**config.mk**
```make
export PLATFORM = sky130hd
export DESIGN_NAME = sr_pq_ctrl
export DESIGN_NICKNAME = d
export VERILOG_FILES = /design/src/rtl/pq_pkg.sv /design/src/rtl/sr_pq_ctrl_arb.sv /design/src/rtl/sr_pq_ctrl.sv
export SDC_FILE = /design/constraint.sdc
export NUM_CORES = 1
export LEC_CHECK = 0
export CORE_UTILIZATION = 34
export CTS_BUF_LIST = sky130_fd_sc_hd__clkbuf_16
export CTS_CLUSTER_SIZE = 20
export DETAILED_ROUTE_END_ITERATION = 6
export PLACE_DENSITY = 0.89
export SLEW_MARGIN = 20
export SYNTH_ARGS = -nofsm -noshare
export SYNTH_HDL_FRONTEND = slang
export SYNTH_SLANG_ARGS = --single-unit
```
**constraint.sdc**
```tcl
create_clock -name clk -period 3.54 [get_ports clk]
set_input_delay 1.062 -clock clk [delete_from_list [all_inputs] [get_ports clk]]
set_output_delay 1.062 -clock clk [all_outputs]
set_load 0.005 [all_outputs]
```
**src/rtl/pq_pkg.sv**
```systemverilog
// pq_pkg
//   Shared types for the shift-register priority queue and its sequencing
//   controller.
//   kv_t            : packed key/value pair; a smaller key means higher priority.
//   KV_EMPTY        : value of an unoccupied stage (maximum key, zero value).
//   pq_ctrl_state_t : controller FSM states.
//   pq_op_t         : operation tag used for the round-robin preference.
package pq_pkg;

  localparam int KEY_W = 16;
  localparam int VAL_W = 16;

  typedef struct packed {
    logic [KEY_W-1:0] key;
    logic [VAL_W-1:0] val;
  } kv_t;

  // An empty stage carries the largest possible key so that it always sorts
  // behind every real entry.
  localparam kv_t KV_EMPTY = {{KEY_W{1'b1}}, {VAL_W{1'b0}}};

  typedef enum logic [1:0] {
    INIT,
    RUN,
    FLUSH
  } pq_ctrl_state_t;

  typedef enum logic {
    OP_ENQ,
    OP_DEQ
  } pq_op_t;

endpackage

```
**src/rtl/sr_pq_ctrl_arb.sv**
```systemverilog
// sr_pq_ctrl_arb
//   Two-way arbiter between enqueue and dequeue so that the array only ever
//   sees one operation per cycle.
//   Parameters: ARB_MODE  0 = round-robin using rr_pref, 1 = dequeue wins.
//   Ports:
//     enq_elig, deq_elig : requests that are currently allowed to proceed
//     rr_pref            : which operation wins the next conflict (mode 0)
//     enq_grant, deq_grant : one-hot (or zero) grants
module sr_pq_ctrl_arb
  import pq_pkg::*;
#(
  parameter int ARB_MODE = 0
) (
  input  logic   enq_elig,
  input  logic   deq_elig,
  input  pq_op_t rr_pref,
  output logic   enq_grant,
  output logic   deq_grant
);

  // Without a conflict the single eligible request simply wins. On a
  // conflict the mode decides: fixed dequeue priority, or the stored
  // round-robin preference.
  always_comb begin
    enq_grant = 1'b0;
    deq_grant = 1'b0;
    if (enq_elig && deq_elig) begin
      if (ARB_MODE == 1) begin
        deq_grant = 1'b1;
      end else if (rr_pref == OP_ENQ) begin
        enq_grant = 1'b1;
      end else begin
        deq_grant = 1'b1;
      end
    end else begin
      enq_grant = enq_elig;
      deq_grant = deq_elig;
    end
  end

endmodule

```
**src/rtl/sr_pq_ctrl.sv**
```systemverilog
// sr_pq_ctrl
//   Sequencing controller for a shift-register priority queue array that
//   supports enqueue and dequeue only.  Arbitrates the two request channels,
//   tracks occupancy, captures the array head into a registered output slot
//   and generates the array's synchronous clear after reset and on flush.
//
//   Parameters: DEPTH (array stages), ARB_MODE (0 round-robin, 1 deq first)
//   Optional build macro: SR_PQ_CTRL_STATS_EN adds the hwm and
//   enq_stall_cnt statistics outputs.
//
//   Ports:
//     clk, rst                 : clock, asynchronous active-high reset
//     flush                    : discard queue contents
//     enq_valid/enq_ready/enq_kv : enqueue handshake and payload
//     deq_valid/deq_ready      : dequeue handshake
//     out_valid/out_ready/out_kv : registered dequeued entry to consumer
//     pq_rst/pq_enq/pq_deq/pq_kvi : control and data to the array
//     pq_head                  : array stage 1 (current minimum)
//     count/full/empty         : occupancy
//     hwm, enq_stall_cnt       : statistics (only with SR_PQ_CTRL_STATS_EN)
module sr_pq_ctrl
  import pq_pkg::*;
#(
  parameter  int DEPTH    = 8,
  parameter  int ARB_MODE = 0,
  localparam int CNT_W    = $clog2(DEPTH + 1)
) (
  input  logic             clk,
  input  logic             rst,
  input  logic             flush,
  input  logic             enq_valid,
  output logic             enq_ready,
  input  kv_t              enq_kv,
  input  logic             deq_valid,
  output logic             deq_ready,
  output logic             out_valid,
  input  logic             out_ready,
  output kv_t              out_kv,
  output logic             pq_rst,
  output logic             pq_enq,
  output logic             pq_deq,
  output kv_t              pq_kvi,
  input  kv_t              pq_head,
  output logic [CNT_W-1:0] count,
  output logic             full,
  output logic             empty
`ifdef SR_PQ_CTRL_STATS_EN
  ,
  output logic [CNT_W-1:0] hwm,
  output logic [15:0]      enq_stall_cnt
`endif
);

  localparam logic [CNT_W-1:0] DEPTH_C = CNT_W'(DEPTH);
  localparam logic [CNT_W-1:0] ONE_C   = CNT_W'(1);

  pq_ctrl_state_t   state;
  pq_ctrl_state_t   state_next;
  pq_op_t           rr_pref;
  logic             active;
  logic             enq_elig;
  logic             deq_elig;
  logic             enq_grant;
  logic             deq_grant;
  logic [CNT_W-1:0] count_next;

  // State register.  Reset parks the FSM in INIT so the array receives one
  // clock edge with pq_rst high before any traffic is accepted.
  always_ff @(posedge clk or posedge rst) begin
    if (rst) begin
      state <= INIT;
    end else begin
      state <= state_next;
    end
  end

  // Next-state logic: INIT and FLUSH each last exactly one cycle.
  always_comb begin
    state_next = state;
    case (state)
      INIT:    state_next = RUN;
      RUN:     state_next = flush ? FLUSH : RUN;
      FLUSH:   state_next = RUN;
      default: state_next = INIT;
    endcase
  end

  // Output logic: array clear outside RUN, and request eligibility.  A
  // dequeue is only eligible when the output slot is free or being emptied
  // in this same cycle.
  always_comb begin
    pq_rst   = (state != RUN);
    active   = (state == RUN) && !flush;
    enq_elig = active && enq_valid && !full;
    deq_elig = active && deq_valid && !empty && (!out_valid || out_ready);
  end

  sr_pq_ctrl_arb #(
    .ARB_MODE (ARB_MODE)
  ) u_arb (
    .enq_elig  (enq_elig),
    .deq_elig  (deq_elig),
    .rr_pref   (rr_pref),
    .enq_grant (enq_grant),
    .deq_grant (deq_grant)
  );

  assign enq_ready = enq_grant;
  assign deq_ready = deq_grant;
  assign pq_enq    = enq_valid && enq_ready;
  assign pq_deq    = deq_valid && deq_ready;
  assign pq_kvi    = enq_kv;
  assign full      = (count == DEPTH_C);
  assign empty     = (count == '0);

  // Occupancy follows the array: the grants already block overflow and
  // underflow, so no explicit saturation is needed.
  always_comb begin
    count_next = count;
    if (state == FLUSH) begin
      count_next = '0;
    end else if (pq_enq) begin
      count_next = count + ONE_C;
    end else if (pq_deq) begin
      count_next = count - ONE_C;
    end
  end

  always_ff @(posedge clk or posedge rst) begin
    if (rst) begin
      count <= '0;
    end else begin
      count <= count_next;
    end
  end

  // Round-robin preference only moves when a conflict was actually resolved.
  always_ff @(posedge clk or posedge rst) begin
    if (rst) begin
      rr_pref <= OP_ENQ;
    end else if ((ARB_MODE == 0) && enq_elig && deq_elig) begin
      rr_pref <= (rr_pref == OP_ENQ) ? OP_DEQ : OP_ENQ;
    end
  end

  // Output slot.  The array head is captured on the same edge the array
  // shifts.  A new capture takes priority over the consumer emptying the
  // slot, which gives back-to-back throughput.  Flush does not touch it.
  always_ff @(posedge clk or posedge rst) begin
    if (rst) begin
      out_valid <= 1'b0;
      out_kv    <= KV_EMPTY;
    end else if (pq_deq) begin
      out_valid <= 1'b1;
      out_kv    <= pq_head;
    end else if (out_valid && out_ready) begin
      out_valid <= 1'b0;
    end
  end

`ifdef SR_PQ_CTRL_STATS_EN
  // High-water mark tracks the occupancy being written this edge; the stall
  // counter sticks at its maximum instead of wrapping.
  always_ff @(posedge clk or posedge rst) begin
    if (rst) begin
      hwm           <= '0;
      enq_stall_cnt <= '0;
    end else if (state == FLUSH) begin
      hwm           <= '0;
      enq_stall_cnt <= '0;
    end else begin
      if (count_next > hwm) begin
        hwm <= count_next;
      end
      if ((state == RUN) && enq_valid && !enq_ready && (enq_stall_cnt != 16'hFFFF)) begin
        enq_stall_cnt <= enq_stall_cnt + 16'd1;
      end
    end
  end
`endif

  // The array must never be asked to insert and shift on the same edge, and
  // occupancy must stay within the array size.
  a_strobe_excl : assert property (@(posedge clk) disable iff (rst) !(pq_enq && pq_deq));
  a_count_range : assert property (@(posedge clk) disable iff (rst) count <= DEPTH_C);

endmodule

```
After elaboration in Yosys (flattened, before gate mapping)
Cells that the tools add are included.
{ "word_totals": {"reg_bits": 40, "latchBits": 0, "mem_bits_rw": 0, "rom_bits": 0, "input_bits": 70, "output_inout_bits": 76, "wordCells": 43, "memories": 0} }
{ "op_classes": {"n_addsub": 2, "multipliers": 0, "div": 0, "n_lt_le_gt_ge": 0, "eq_ne": 4, "n_shift": 0, "muxes": 11, "bitwise_logic": 0, "n_reduce_logical": 20} }
{ "ops": {"columns": ["op", "n"], "rows": [
  ["$mux W4", 3],
  ["$logic_and A1 B1 Y1", 10],
  ["$mux W1", 6],
  ["$add A4 B1 Y4 const B", 1],
  ["$eq A4 B4 Y1 const B", 1],
  ["$logic_not A1 Y1", 4],
  ["$logic_not A4 Y1", 1],
  ["$pmux W2 S2", 1],
  ["$sub A4 B1 Y4 const B", 1],
  ["$reduce_bool A3 Y1", 1],
  ["$eq A2 B1 Y1 const B", 1],
  ["$eq A2 B2 Y1 const B", 1],
  ["$logic_not A2 Y1", 1],
  ["$mux W2", 1],
  ["$ne A2 B1 Y1 const B", 1],
  ["$reduce_bool A2 Y1", 1],
  ["$reduce_or A2 Y1", 1],
  ["$logic_or A1 B1 Y1", 1]
]} }

Depth between registers and ports, before layout
Gate-level depths: netlist (run 1).
{ "logic_depth": {"ltp_word": 11, "ltp_mapped": 9, "ltp_nobuf": 9} }

Modules after synthesis
Synthesis (run 1) repeated with hierarchy kept, for this count alone.
{ "hier_totals": {"hier_cells": 152, "area_unflattened_um2": 1951.9} }
{ "modules_own_cells": {"columns": ["module", "n_inst", "cells_per_inst", "area_each_um2", "seq_area_each_um2"], "rows": [
  ["sr_pq_ctrl", 1, 149, 1933.1, 1021.0],
  ["sr_pq_ctrl_arb", 1, 3, 18.8, 0.0]
]} }

Least setup slack after synthesis (run 1)
OpenSTA, ideal clock, no wires.
{ "synth_timing": {"kind": "input-to-output", "from": "input flush", "to": "output pq_deq", "t_arrival_ns": 2.007, "required_time_ns": 2.478, "slack_ns": 0.471, "path_stages": 4, "path_buffers": 1, "cell_sequence": "and4bb_2 -> o2111ai_2 -> inv_2 -> clkbuf_1"} }
{ "synth_between": {"elab_chain_len": 8, "elab_cells_between_ends": 10, "cone_classes": "mux: 1; reduce/logical: 9"} }
{ "synth_lines": {"columns": ["element", "line", "rtl"], "rows": [
  ["start, declared", "sr_pq_ctrl.sv:30", "input logic flush,"],
  ["$logic_not A1 Y1 (*)", "sr_pq_ctrl.sv:93", "active = (state == RUN) && !flush;"],
  ["$logic_and A1 B1 Y1 (*)", "sr_pq_ctrl.sv:93", null],
  ["$logic_and A1 B1 Y1 (3 in series)", "sr_pq_ctrl.sv:95", "deq_elig = active && deq_valid && !empty && (!out_valid || out_ready);"],
  ["$logic_and A1 B1 Y1", "sr_pq_ctrl_arb.sv:27", "if (enq_elig && deq_elig) begin"],
  ["$mux W1 (*)", "sr_pq_ctrl_arb.sv:27", null],
  ["$logic_and A1 B1 Y1 (*)", "sr_pq_ctrl.sv:111", "assign pq_deq = deq_valid && deq_ready;"],
  ["end, declared", "sr_pq_ctrl.sv:41", "output logic pq_deq,"]
]} }
Mark *: on every way between the ends. The rest lies on a longest branch, timed or not.

Worst setup path after layout (run 1)
{ "layout_timing": {"from": "input deq_valid", "to": "output pq_deq"} }
{ "layout_between": {"elab_chain_len": 6} }
{ "layout_lines": {"columns": ["element", "line", "rtl"], "rows": [
  ["start, declared", "sr_pq_ctrl.sv:34", "input logic deq_valid,"],
  ["$logic_and A1 B1 Y1 (3 in series)", "sr_pq_ctrl.sv:95", null],
  ["$logic_and A1 B1 Y1", "sr_pq_ctrl_arb.sv:27", null],
  ["$mux W1", "sr_pq_ctrl_arb.sv:27", null],
  ["$logic_and A1 B1 Y1 (*)", "sr_pq_ctrl.sv:111", null]
]} }
Marks and branches as above.

==> results.sh, run 1 <==
export IMPL_status="finished clean"
export IMPL_slowest_delay_ps=490
export IMPL_rows=27
export IMPL_synth_fp_nets=293
export IMPL_drt_iter0_drc=90
export IMPL_hold_class="reg2reg"
export IMPL_clock_sinks=40
export IMPL_synth_edf_count=0
export IMPL_synth_seq_area_share_pct=52.3
export IMPL_cap_violations=0
export IMPL_area_growth_pct=47.1
export IMPL_clockRootBuffer="clkbuf_16"
export IMPL_syn_inst=220
export IMPL_rsz0062_at_grt="no"
export IMPL_final_cell_mix="nand2_1 (102), clkdlybuf4s50_1 (75), dfrtp_1 (24)"
export IMPL_synth_top_area_share_pct=30.7
export IMPL_power_density_nw_per_um2=794
export IMPL_htreeDepth=2
export IMPL_clk_latency_ps=280
export IMPL_worst_pin_slew_ps=795
export IMPL_p_switching_uw=688
export IMPL_cts_tree="done"
export IMPL_drive_above_1_share_pct=15.8
export IMPL_synth_top_cell_by_area="dfrtp_1"
export IMPL_drc_errors=0
export IMPL_synthDistinctLibCells=26
export IMPL_min_from="out_kv[21]"
export IMPL_path_cells="clkdlybuf4s50_1, and4bb_2, o2111ai_4, buf_6, inv_2, dlygate4sd2_1"
export IMPL_placed_cells=345
export IMPL_crit_slowest_cell="clkdlybuf4s50_1"
export IMPL_p_sw_share_pct=30.1
export IMPL_drtAntennaViolNets=0
export IMPL_setup_viol=0
export IMPL_whs_endpoint="out_kv[21]"
export IMPL_grt_use_total_pct=16.5
export IMPL_fin_nets=356
export IMPL_cts_clk_slew_worst_paths_ps=60
export IMPL_p_int_mw=1.59
export IMPL_nFillCells=490
export IMPL_ys_ff_latch=40
export IMPL_firstDrtPassIters=4
export IMPL_whs_path_depth=2
export IMPL_fin_crit_ps=3430
export IMPL_drv_slew=0
export IMPL_required_ps=2480
export IMPL_cp_start_kind="primary input"
export IMPL_synth_compound_area_share_pct=3.07
export IMPL_synth_warnings=0
export IMPL_synth_area_um2=1950
export IMPL_vias=1609
export IMPL_grt_max_degree=41
export IMPL_antenna_found_initial=0
export IMPL_ys_flop_type="dfrtp_1"
export IMPL_p_leak_nw=1.42
export IMPL_place_area_um2=2680
export IMPL_ios=146
export IMPL_start_util_pct=35.5
export IMPL_reg2reg_slack_ps=700
export IMPL_core_um2=5510
export IMPL_power_total_mw=2.28
export IMPL_synth_xor_area_share_pct=0.897
export IMPL_worstSetupPathType="in2out"
export IMPL_ys_top_cells_by_area="dfrtp_1 (31%), dfstp_2 (22%), nand2_1 (20%)"
export IMPL_cp_end_kind="output port"
export IMPL_crit_reg2reg_capture="count[3]"
export IMPL_max_slew_margin_pct=46.3
export IMPL_synth_simple_area_share_pct=25.2
export IMPL_grt_pass1_vias=1679
export IMPL_timing_fmax_ghz=0.291
export IMPL_place_congestion=0.789
export IMPL_fin_area_um2=2870
export IMPL_antenna_cells=0
export IMPL_synth_top_family_by_area="simple AND/OR/NAND/NOR gates"
export IMPL_p_clk_share_pct=18.8
export IMPL_async_flop_share_pct=100
export IMPL_regArea_um2=1020
export IMPL_port_buffers=81
export IMPL_cts_hold_buffers=0
export IMPL_final_common_cell="nand2_1"
export IMPL_vias_per_cell=4.52
export IMPL_die_w_um=77.8
export IMPL_ir_drop_uv=316
export IMPL_die_area_um2=6050
export IMPL_reg2reg_from="count[0]"
export IMPL_cts_buffer_depth=2
export IMPL_avgSynthCellArea_um2=8.88
export IMPL_numCtsBuffers=5
export IMPL_final_period_utilization_pct=97.0
export IMPL_hold_violations=0
export IMPL_multi_input_area_um2=672
export IMPL_tns_ps=0
export IMPL_grt_ovfl_total=0
export IMPL_avgRoutedWirePerCell_um=13.1
export IMPL_grt_pass1_wl_um=7800
export IMPL_cp_max_fo=3
export IMPL_synth_adder_area_share_pct=2.31
export IMPL_muxShareOfSynthArea_pct=1.02
export IMPL_crit_arrival_ps=2370
export IMPL_share_comb_of_total_power_pct=42.0
export IMPL_fp_dieH_um=77.8
export IMPL_hpwl_um=3260
export IMPL_stdcell_count=356
export IMPL_ff2ff_path_depth=11
export IMPL_p_seq_share_pct=39.2
export IMPL_skew_ps=5.85
export IMPL_finalWirelength_um=4680
-- area by class of cell --
type                    instances  share of cell area [%]
inverters                       9                    1.18
repair buffers                 94                    31.9
multi-input cells             133                    23.4
well taps                      72                    3.14
flip-flops and latches         40                    35.5
clock inverters                 3                   0.523
clock buffers                   5                    4.36
-- what timing repair did --
| action | in CTS | in global routing |
|---|---|---|
| gates resized for setup | 9 | 4 |
| buffers inserted | 2 | 1 |
| pin swaps | 2 | 2 |
| gates cloned | 0 | 0 |
| setup endpoints to repair | 4 | 3 |
-- registers in the layout, summed over array words and instances, names as in the netlist --
name and cells:
count 4, out_kv 32, out_valid 1, rr_pref 1, state 2
-- stage by stage --
stage	hold slack, ps	worst slack (ps)	util, %
after floorplan	448	471	-
after global placement	444	-289	48.6
after detailed placement	451	-296	48.6
after CTS	460	1.86	51.8
after global routing	482	55.5	52.2
final	456	106	52.2
-- worst max-delay path, delay by kind of cell --
kind | cells | cell delay (ps)
AOI/OAI and AO/OA | 1 | 120
and+or+nand+nor | 1 | 280
buffers and inverters | 4 | 920
-- cell usage after synthesis (all sizes together) (2+ instances only) --
cell    count
or3         2
nor4b       2
inv         9
nand2     103
mux2i       2
o21ai       4
clkbuf      6
nand4       2
buf        32
nand2b      3
dfrtp      24
and3        2
dfstp      16
ha          2
-- how the worst max path moves through the flow --
stage | slack, ps | from | cells past startpoint | endpoint
floorplan | 470 | flush | 4 | pq_deq
global placement | -290 | flush | 5 | pq_enq
detailed placement | -300 | flush | 5 | pq_enq
CTS | 2 | enq_valid | 5 | enq_ready
global route | 60 | deq_valid | 6 | pq_deq
finish | 110 | deq_valid | 6 | pq_deq
-- logic make-up (layout without fill, tap and decap cells) --
group / count (synthesis) / after routing
compound gates: 8 / 8
xor+xnor: 2 / 2
fa+ha+maj: 3 / 3
buf+inv: 47 / 111
flops: 40 / 40
mux: 2 / 2
simple gates: 118 / 118
-- power groups by stage --
| stage | Combinational (mW) | Sequential (mW) | Clock [mW] |
|---|---|---|---|
| 3_3_place_gp | 0.926 | 0.883 | 0 |
| 4_1_cts | 0.971 | 0.895 | 0.443 |
| 6_report | 0.959 | 0.895 | 0.428 |
| 3_5_place_dp | 0.955 | 0.898 | 0 |
| 2_1_floorplan | 0.352 | 0.896 | 0 |
| 5_1_grt | 1.06 | 0.928 | 0.465 |
-- per-layer routing --
layer / vias up / global-route usage (%) / routed length, um
met5: - / 0 / 0
met3: 18 / 3.65 / 248
met2: 64 / 28.5 / 2380
met4: 0 / 8.87 / 133
li1: 777 / - / -
met1: 750 / 19.1 / 1920
(Power assumes the default switching activity.)
==> run 2: changes to the inputs <==
--- a/config.mk
+++ b/config.mk
@@ -5,11 +5,12 @@
 export SDC_FILE = /design/constraint.sdc
 export NUM_CORES = 1
 export LEC_CHECK = 0
+export CORE_ASPECT_RATIO = 0.7
 export CORE_UTILIZATION = 34
 export CTS_BUF_LIST = sky130_fd_sc_hd__clkbuf_16
 export CTS_CLUSTER_SIZE = 20
 export DETAILED_ROUTE_END_ITERATION = 6
-export PLACE_DENSITY = 0.89
+export PLACE_DENSITY = 0.84
 export SLEW_MARGIN = 20
 export SYNTH_ARGS = -nofsm -noshare
 export SYNTH_HDL_FRONTEND = slang
==> results.sh, run 2 (same netlist as run 1, synthesis figures left out) <==
export IMPL_skew_ps=4.59
export IMPL_finalWirelength_um=4450
export IMPL_hpwl_um=3100
export IMPL_htreeDepth=2
export IMPL_grt_util_met1_pct=20.4
export IMPL_worst_pin_slew_ps=696
export IMPL_cp_end_kind="output port"
export IMPL_grt_pass1_vias=1600
export IMPL_required_ps=2480
export IMPL_hold_class="reg2reg"
export IMPL_vias=1598
export IMPL_die_area_um2=6060
export IMPL_final_common_cell="nand2_1"
export IMPL_area_growth_pct=47.2
export IMPL_worstSetupPathType="in2out"
export IMPL_fin_nets=355
export IMPL_grt_busiest_layer="met2"
export IMPL_firstDrtPassIters=6
export IMPL_place_area_um2=2680
export IMPL_antenna_found_initial=0
export IMPL_met2_usage_pct=26.3
export IMPL_vias_per_cell=4.50
export IMPL_nFillCells=505
export IMPL_fp_dieH_um=65.4
export IMPL_rows=22
export IMPL_cts_hold_buffers=0
export IMPL_place_congestion=0.786
export IMPL_power_density_nw_per_um2=806
export IMPL_drt_iter0_drc=51
export IMPL_cts_clk_slew_worst_paths_ps=50
export IMPL_stdcell_count=355
export IMPL_fin_ws_ps=75.0
export IMPL_setup_viol=0
export IMPL_max_slew_margin_pct=53.0
export IMPL_core_um2=5400
export IMPL_tns_ps=0
export IMPL_drive_above_1_share_pct=15.5
export IMPL_avgRoutedWirePerCell_um=12.5
export IMPL_cts_buffer_depth=2
export IMPL_final_period_utilization_pct=97.9
export IMPL_grt_pass1_wl_um=7590
export IMPL_final_util_pct=53.3
export IMPL_power_total_mw=2.32
export IMPL_grt_use_total_pct=16.2
export IMPL_cap_violations=0
export IMPL_grtUsageMet3_pct=6.48
export IMPL_port_buffers=81
export IMPL_crit_arrival_ps=2400
export IMPL_ios=146
export IMPL_clockRootBuffer="clkbuf_16"
export IMPL_hold_violations=0
export IMPL_grt_ovfl_total=0
export IMPL_die_w_um=92.6
export IMPL_final_cell_mix="nand2_1 (102), clkdlybuf4s50_1 (76), dfrtp_1 (24)"
export IMPL_fin_area_um2=2880
export IMPL_cp_start_kind="primary input"
export IMPL_status="finished clean"
export IMPL_numCtsBuffers=5
export IMPL_drc_errors=0
export IMPL_top_register="out_kv"
export IMPL_antenna_cells=0
export IMPL_fin_crit_ps=3460
export IMPL_regArea_um2=1020
export IMPL_clk_latency_ps=270
export IMPL_ir_drop_uv=391
export IMPL_dpl_worst_slack_ps=-303
export IMPL_largestRegisters="out_kv x32, count x4, state x2"
export IMPL_drtAntennaViolNets=0
export IMPL_timing_fmax_ghz=0.289
export IMPL_largest_register_ffs=32
export IMPL_cp_max_fo=4
export IMPL_multi_input_area_um2=672
export IMPL_clock_sinks=40
export IMPL_placed_cells=345
export IMPL_hold_slack_ps=456
export IMPL_start_util_pct=36.2
export IMPL_grt_max_degree=41
export IMPL_cts_tree="done"
export IMPL_drv_slew=0
export IMPL_p_leak_nw=1.38
[run 2: cell types whose count changed in the layout (fill, tap and decap cells not counted), sizes merged]
cell	previous run	this run
clkinv	1	2
dlygate4sd2	3	5
dlymetal6s2s	3	0
inv	11	9
buf	13	12
bufinv	0	1
clkdlybuf4s50	75	76
[run 2: report_power, final]
| part | leakage, nW | total [mW] | internal, mW | switching, mW |
|---|---|---|---|---|
| Sequential | 0.466 | 0.891 | 0.740 | 0.151 |
| Combinational | 0.827 | 0.932 | 0.576 | 0.356 |
| Clock | 0.0850 | 0.494 | 0.328 | 0.166 |
[run 2: final cells by class]
type                            instances  area share [%]
Sequential cell                        40            35.5
Timing Repair Buffer                   93            31.1
Multi-Input combinational cell        133            23.4
Clock buffer                            5            4.35
Tap cell                               72            3.13
Clock inverter                          3            1.35
Inverter                                9            1.17
[run 2: per-layer routing]
layer	up-vias	share of wire, %
met1	756	47
met5	-	0
met2	63	46
met3	2	7.1
li1	777	-
met4	0	0.36
[run 2: worst paths after layout]
kind	from	endpoint	slack, ps	cells past startpoint
max in group asynchronous	rst	out_kv[16]	1960	3
min in group asynchronous	rst	state[0]	1210	3
worst max-delay path	out_ready	pq_enq	80	6
worst min-delay path	out_kv[26]	out_kv[26]	460	2
worst max register to register	count[0]	count[3]	730	10
worst min register to register	out_kv[26]	out_kv[26]	460	2
[run 2: critical path, cell delays in order]
cell             delay (ps)
clkdlybuf4s50_1         390
nand2b_4                170
nand4_1                 130
nand2_2                  90
inv_2                    70
clkdlybuf4s50_1         490
[run 2: what timing repair did]
| action | CTS | global route |
|---|---|---|
| gates resized for setup | 10 | 1 |
| cloned | 0 | 0 |
| pin swaps | 4 | 1 |
| endpoints found under the setup margin | 4 | 2 |
| buffers inserted | 1 | 1 |
| endpoints found under the hold margin | 0 | 0 |
